==> config.mk <==
export PLATFORM = sky130hd
export DESIGN_NAME = riscv_board_top
export DESIGN_NICKNAME = d
export VERILOG_FILES = /design/src/rtl/riscv_board_pkg.sv /design/src/rtl/riscv_board_bcd_engine.sv /design/src/rtl/riscv_board_top.sv
export SDC_FILE = /design/constraint.sdc
export NUM_CORES = 1
export LEC_CHECK = 0
export CORE_UTILIZATION = 47
export CTS_CLUSTER_DIAMETER = 200
export CTS_CLUSTER_SIZE = 16
export DETAILED_ROUTE_END_ITERATION = 16
export PLACE_DENSITY_LB_ADDON = 0.08
export SLEW_MARGIN = 40
export SYNTH_ARGS = -nofsm -noshare
export SYNTH_HDL_FRONTEND = slang
export SYNTH_HIERARCHICAL = 1
export SYNTH_SLANG_ARGS = --single-unit
==> constraint.sdc <==
create_clock -name CLOCK_50 -period 2.43 [get_ports CLOCK_50]
set_input_delay 0.243 -clock CLOCK_50 [delete_from_list [all_inputs] [get_ports CLOCK_50]]
set_output_delay 0.243 -clock CLOCK_50 [all_outputs]
set_load 0.1 [all_outputs]
==> src/rtl/riscv_board_pkg.sv <==
// Shared types, sizes and the seven-segment decoder for the board top.
package riscv_board_pkg;

  localparam int IN_W   = 18;
  localparam int DIGITS = 8;
  localparam int GPIO_W = 4 * DIGITS;
  localparam int CNT_W  = 5;

  // All segments off on an active-low display.
  localparam logic [6:0] SEG_BLANK = 7'h7F;

  typedef enum logic [1:0] {
    LOAD  = 2'd0,
    SHIFT = 2'd1,
    DONE  = 2'd2
  } conv_state_t;

  // Active-low segments ordered {g,f,e,d,c,b,a}.
  // A..F are decoded only so that a corrupted nibble still shows something.
  function automatic logic [6:0] seg7(input logic [3:0] digit);
    logic [6:0] seg;
    case (digit)
      4'h0: seg = 7'b1000000;
      4'h1: seg = 7'b1111001;
      4'h2: seg = 7'b0100100;
      4'h3: seg = 7'b0110000;
      4'h4: seg = 7'b0011001;
      4'h5: seg = 7'b0010010;
      4'h6: seg = 7'b0000010;
      4'h7: seg = 7'b1111000;
      4'h8: seg = 7'b0000000;
      4'h9: seg = 7'b0010000;
      4'hA: seg = 7'b0001000;
      4'hB: seg = 7'b0000011;
      4'hC: seg = 7'b1000110;
      4'hD: seg = 7'b0100001;
      4'hE: seg = 7'b0000110;
      default: seg = 7'b0001110;
    endcase
    return seg;
  endfunction

endpackage

==> src/rtl/riscv_board_bcd_engine.sv <==
// Double-dabble binary-to-BCD converter running continuously:
// LOAD -> SHIFT x IN_W -> DONE -> LOAD, 20 cycles per conversion.
// gpio_out only changes in DONE, so a reset mid-conversion never leaks
// a partial result. The FSM state register is named `state` for probing.
module bcd_engine
  import riscv_board_pkg::*;
(
  input  logic              clk,
  input  logic              rst_n,
  input  logic [IN_W-1:0]   bin_in,
  output logic [GPIO_W-1:0] gpio_out
);

  conv_state_t       state, state_next;
  logic [IN_W-1:0]   shreg, shreg_next;
  logic [GPIO_W-1:0] scratch, scratch_next;
  logic [GPIO_W-1:0] adj;
  logic [CNT_W-1:0]  count, count_next;
  logic [GPIO_W-1:0] gpio_next;

  // Add-3 correction: every scratch digit >= 5 gets 3 added before the shift.
  always_comb begin
    adj = scratch;
    for (int i = 0; i < DIGITS; i++) begin
      if (scratch[4*i +: 4] >= 4'd5) begin
        adj[4*i +: 4] = scratch[4*i +: 4] + 4'd3;
      end
    end
  end

  // Next-state and datapath updates for the conversion FSM.
  always_comb begin
    state_next   = state;
    shreg_next   = shreg;
    scratch_next = scratch;
    count_next   = count;
    gpio_next    = gpio_out;
    case (state)
      LOAD: begin
        shreg_next   = bin_in;
        scratch_next = '0;
        count_next   = '0;
        state_next   = SHIFT;
      end
      SHIFT: begin
        scratch_next = {adj[GPIO_W-2:0], shreg[IN_W-1]};
        shreg_next   = {shreg[IN_W-2:0], 1'b0};
        count_next   = count + 1'b1;
        if (count == CNT_W'(IN_W - 1)) begin
          state_next = DONE;
        end
      end
      DONE: begin
        gpio_next  = scratch;
        state_next = LOAD;
      end
      default: begin
        state_next = LOAD;
      end
    endcase
  end

  // State and datapath registers with synchronous active-low reset.
  always_ff @(posedge clk) begin
    if (!rst_n) begin
      state    <= LOAD;
      shreg    <= '0;
      scratch  <= '0;
      count    <= '0;
      gpio_out <= '0;
    end else begin
      state    <= state_next;
      shreg    <= shreg_next;
      scratch  <= scratch_next;
      count    <= count_next;
      gpio_out <= gpio_next;
    end
  end

endmodule

==> src/rtl/riscv_board_top.sv <==
// Board top: SW is converted to 8 BCD digits by `mycpu` and each digit is
// shown on an active-low seven-segment display (HEX0 = least significant).
// Optional build macro LEADING_ZERO_BLANK_EN blanks leading-zero displays
// HEX7..HEX1; HEX0 always shows its digit.
module riscv_board_top
  import riscv_board_pkg::*;
(
  input  logic            CLOCK_50,
  input  logic            CLOCK2_50,
  input  logic            CLOCK3_50,
  input  logic [3:0]      KEY,
  input  logic [IN_W-1:0] SW,
  output logic [6:0]      HEX0,
  output logic [6:0]      HEX1,
  output logic [6:0]      HEX2,
  output logic [6:0]      HEX3,
  output logic [6:0]      HEX4,
  output logic [6:0]      HEX5,
  output logic [6:0]      HEX6,
  output logic [6:0]      HEX7
);

  logic [GPIO_W-1:0] gpio_out;
  logic [6:0]        hex_seg [DIGITS];

  // Spare board inputs, intentionally not used by this design.
  wire unused_inputs = &{1'b0, KEY[3:1], CLOCK2_50, CLOCK3_50};

  bcd_engine mycpu (
    .clk      (CLOCK_50),
    .rst_n    (KEY[0]),
    .bin_in   (SW),
    .gpio_out (gpio_out)
  );

`ifdef LEADING_ZERO_BLANK_EN
  logic lead_zero;

  // Decode every digit, then blank displays above the most significant non-zero digit.
  always_comb begin
    lead_zero = 1'b1;
    for (int i = 0; i < DIGITS; i++) begin
      hex_seg[i] = seg7(gpio_out[4*i +: 4]);
    end
    for (int i = DIGITS - 1; i >= 1; i--) begin
      lead_zero = lead_zero & (gpio_out[4*i +: 4] == 4'd0);
      if (lead_zero) begin
        hex_seg[i] = SEG_BLANK;
      end
    end
  end
`else
  // Decode every digit; leading zeros stay visible.
  always_comb begin
    for (int i = 0; i < DIGITS; i++) begin
      hex_seg[i] = seg7(gpio_out[4*i +: 4]);
    end
  end
`endif

  assign HEX0 = hex_seg[0];
  assign HEX1 = hex_seg[1];
  assign HEX2 = hex_seg[2];
  assign HEX3 = hex_seg[3];
  assign HEX4 = hex_seg[4];
  assign HEX5 = hex_seg[5];
  assign HEX6 = hex_seg[6];
  assign HEX7 = hex_seg[7];

endmodule

Word level (Yosys, flattened, before mapping). Memory sizes are Yosys's and may differ from the RTL's. A register that Yosys moved wholly into a read port is not among the register bits. Index checks and enable logic that the tools add are counted.

Register bits: 89. ROM bits: 896. Input bits: 25. Logic and storage cells: 65. Memories kept: 8.

$add $sub $neg: 9. $lt $le $gt $ge: 8. Equality and inequality tests: 4. Multiplexer cells: 29. Reduce and logical (&&, ||, !) cells: 2.

Memories: (no name shown) (words 16, width 7, read ports 1, clocked after memory_dff 1, wr ports 0, RTL line riscv_board_pkg.sv:22) `case (digit)`; (no name shown) (words 16, width 7, read ports 1, clocked after memory_dff 1, wr ports 0, RTL line riscv_board_pkg.sv:22); (no name shown) (words 16, width 7, read ports 1, clocked after memory_dff 1, wr ports 0, RTL line riscv_board_pkg.sv:22); (no name shown) (words 16, width 7, read ports 1, clocked after memory_dff 1, wr ports 0, RTL line riscv_board_pkg.sv:22); (no name shown) (words 16, width 7, read ports 1, clocked after memory_dff 1, wr ports 0, RTL line riscv_board_pkg.sv:22); (no name shown) (words 16, width 7, read ports 1, clocked after memory_dff 1, wr ports 0, RTL line riscv_board_pkg.sv:22); 2 more memories.

Operators with widths (number): 4-bit two-way mux (23); 32-bit one-hot mux with 2 select lines (1); 18-bit one-hot mux with 2 select lines (1); 4-bit by 3-bit >= comparator with 1-bit output, second input constant (8); 4-bit by 2-bit adder with 4-bit output, second input constant (7); 5-bit one-hot mux with 2 select lines (1); 5-bit by 1-bit adder with 5-bit output, second input constant (1); 5-bit equality test, second input constant (1); 2-bit one-hot mux with 2 select lines (1); 3-bit by 2-bit adder with 3-bit output, second input constant (1); 3-bit two-way mux (1); 2-bit by 1-bit equality test with 1-bit output, second input constant (1); 2-bit equality test, second input constant (1); 2-bit logical NOT (1); 2-bit two-way mux (1); 2-bit by 1-bit != test with 1-bit output, second input constant (1); 2-bit nonzero test (1).

Logic depth before layout (Yosys ltp).
Word-level depth: 3. Depth in mapped cells: 6. Mapped depth without buffers: 6.

By module. Netlist, hierarchy kept.

By module, submodules not included: bcd_engine (times used 1, cells an instance 473, area an instance 4139.0 um^2, seq. area each 1781.7 um^2); riscv_board_top (times used 1, cells an instance 254, area an instance 2130.8 um^2, seq. area each 0.0 um^2).

Worst setup path before layout. No wires, ideal clock.

Path type: reg2out. From: reg, netlist name mycpu/gpio_out[16]. To: out HEX4[5]. Arrival time: 3.009 ns. Required time: 2.187 ns. Path slack: -0.822 ns. Stages on the path, launching flop included: 4. Path through: dfxtp_1 > inv_1 > ha_1 > o31ai_1.

RTL lines: end, declared (RTL line riscv_board_top.sv:17) `output logic [6:0] HEX4,`.

==> results.cfg <==
[outcome]
status = finished, final reports clean

[timing]
hold_viol = 0
clock.fmax_mhz = 432
worstMarginPinSlew_ns = 0.662
fin_crit_ns = 2.31
slew_violations = 0
rsz0062_at_grt = no
post-route-period-util_pct = 95.2
fin_tns_setup_ns = 0
maxSlewHeadroom_pct = 55.9
setup_violations = 0
fin_skew_ns = 0.00777

[flow_run]
cap_viol_max_count = 0

[die]
num_io_pins = 81
die_y_um = 118
rows = 41
die_area_sq_um = 13800
start_util_pct = 48.9
core_area_sq_um = 12800
die_x_um = 118

[cells_and_area]
instances_no_fill = 952
nFillCells = 1137
utilization_pct = 60.4
syn2layout_area_growth_pct = 23.6
diodes = 0
nNetsFinal = 874
drive_gt1_share_pct = 15.3

[logic_synthesis]
ys_seq_elements = 89
ys.flop_type = dfxtp_1
synth_seq_area_share_pct = 28.4
synth-edff-count = 0
syn_nets = 826
syn_area_per_cell_sq_um = 8.62
synthCells = 727
synthArstFlopShare_pct = 0
ys_top_cells_by_count = nand2_1 (112), dfxtp_1 (89), ha_1 (74)
synth_cell_types = 48
yosysWarnings = 6
synthesis.area_sq_um = 6270
yosys.area.top_type_share_pct = 28.4
synthTopCellsByArea = dfxtp_1 (28%), ha_1 (15%), mux2i_1 (6.9%)
synth.most_common_cell = nand2_1
yosys.area.top_type = dfxtp_1

[grt]
track_usage_pct = 18.1
grt_antenna_before_repair = 0
overflow = 0
grt_pass1_vias = 4841
grt_first_pass_wirelength_mm = 21.4
grt_max_degree = 49

[route]
drt_pass1_iterations = 4
drt_iter0_drc = 183
routed-via-count = 4960
vias_per_cell = 5.21
drc = 0
post_drt_wl_per_cell_um = 12.9
wl_mm = 12.3
drtAntennaViolNets = 0

[critical_path]
path_class = reg -> out
crit_fanout = 8
r2r_cells = 6
worst-endpoint-arrival_ns = 2.07
rrSetupSlack_ns = 0.74
reg2reg_from = mycpu/scratch[9]$_SDFFE_PN0P_
crit_path_end_kind = output port
cpMostUsedCell = inv_1
slowest_stage = mux4_1
cp_cell_sequence = inv_1 > ha_1 > inv_1 > mux4_1 > buf_12
worst_r2r_endpoint = mycpu/scratch[10]$_SDFFE_PN0P_
crit_buf_inv = 3
cp_top_family = multiplexers
worstPathRequired_ns = 2.19
slowest_delay_ns = 0.54
setup.worst_path.start_class = flop

[clocking]
clkLatencyLatePin_ns = 0.34
clk_pin_slew_ns = 0.07
clock-sinks = 89
htree_levels = 3
cts-root-buf = clkbuf_16
cts-hold-fix-buffers = 0
cts_setup_buffers = 0
cts_tree = yes
cts_made_buffers = 9
cts_resized = 0
cts_buffer_depth = 2

[pwr]
power.leakage_nw = 2.88
ir_drop_mv = 0.314
power_per_cell_area_nw_per_um2 = 404
total_power_mw = 3.13

[worst_hold_path]
hold_depth = 2
hp-class = in -> reg
holdPathEnd = mycpu/scratch[23]$_SDFFE_PN0P_
worstHoldStart = KEY[0]

[place]
gp_congestion = 0.821
port_buffers = 75
dp_hpwl_mm = 8.74
dp_cells = 936
## routing by layer
layer	global-route usage (%)	share of wire, %	vias up
li1	-	-	2561
met1	21.7	47	2326
met2	33.2	50	64
met3	3.20	3.0	9
met4	4.01	0.62	0
met5	0	0	-
## power by group
part           internal, mW  leakage [nW]  total [mW]  switching (mW)
sequential             1.48         0.721        1.49          0.0127
combinational        0.0703          2.00       0.127          0.0568
clock                 0.933         0.159        1.51           0.582
## worst max-delay path by stage
stage / start / endpoint / slack, ns / depth (start not counted)
detailed placement: mycpu/gpio_out[16]$_SDFFE_PN0N_ / HEX4[3] / 0.47 / 5
CTS: mycpu/gpio_out[16]$_SDFFE_PN0N_ / HEX4[3] / 0.1 / 5
floorplan: mycpu/gpio_out[24]$_SDFFE_PN0N_ / HEX6[6] / 0.004 / 4
global placement: mycpu/gpio_out[0]$_SDFFE_PN0N_ / HEX0[3] / 0.54 / 5
finish: mycpu/gpio_out[16]$_SDFFE_PN0N_ / HEX4[3] / 0.12 / 5
global route: mycpu/gpio_out[0]$_SDFFE_PN0N_ / HEX0[3] / 0.01 / 5
## sequential cells by signal (all words and copies together) (netlist names)
signal          flops
mycpu/count         5
mycpu/shreg        18
mycpu/state         2
mycpu/gpio_out     32
mycpu/scratch      32
## metrics by stage
stage	hold slack (ns)	instance area [sq um]	worst slack [ns]
6_report	0.423	7750	0.116
3_3_place_gp	0.454	7420	0.535
4_1_cts	0.416	7750	0.0991
2_1_floorplan	0.409	6320	0.00432
5_1_grt	0.447	7750	0.0146
3_5_place_dp	0.462	7420	0.469
## layout by cell type, fill, tap and decap left out, drive strengths merged, types with 18 or more instances in the layout
cell	instances
o21ai	75
buf	63
nand2	113
inv	44
ha	74
dfxtp	89
a21boi	40
clkdlybuf4s50	18
nor2	35
and2	25
mux2i	43
## final cells by class
type	instances	area, sq um	share of cell area [%]
inverter	43	161	2.08
clock buffer	10	239	3.08
clock inverter	6	90.1	1.16
timing repair buffer	81	1160	15.0
multi-input combinational	551	4100	52.9
tap	172	215	2.78
sequential	89	1780	23.0
## cell families after synthesis
kind of cell             after synthesis  synth area share, %
AO/OA/AOI/OAI                        165                 17.2
XOR/XNOR                              19                 2.65
adder cells (fa/ha/maj)               74                 14.8
buffers and inverters                 87                 7.08
flip-flops                            89                 28.4
multiplexers                          64                 12.3
AND/OR/NAND/NOR                      229                 17.6
(Power assumes the default switching activity.)
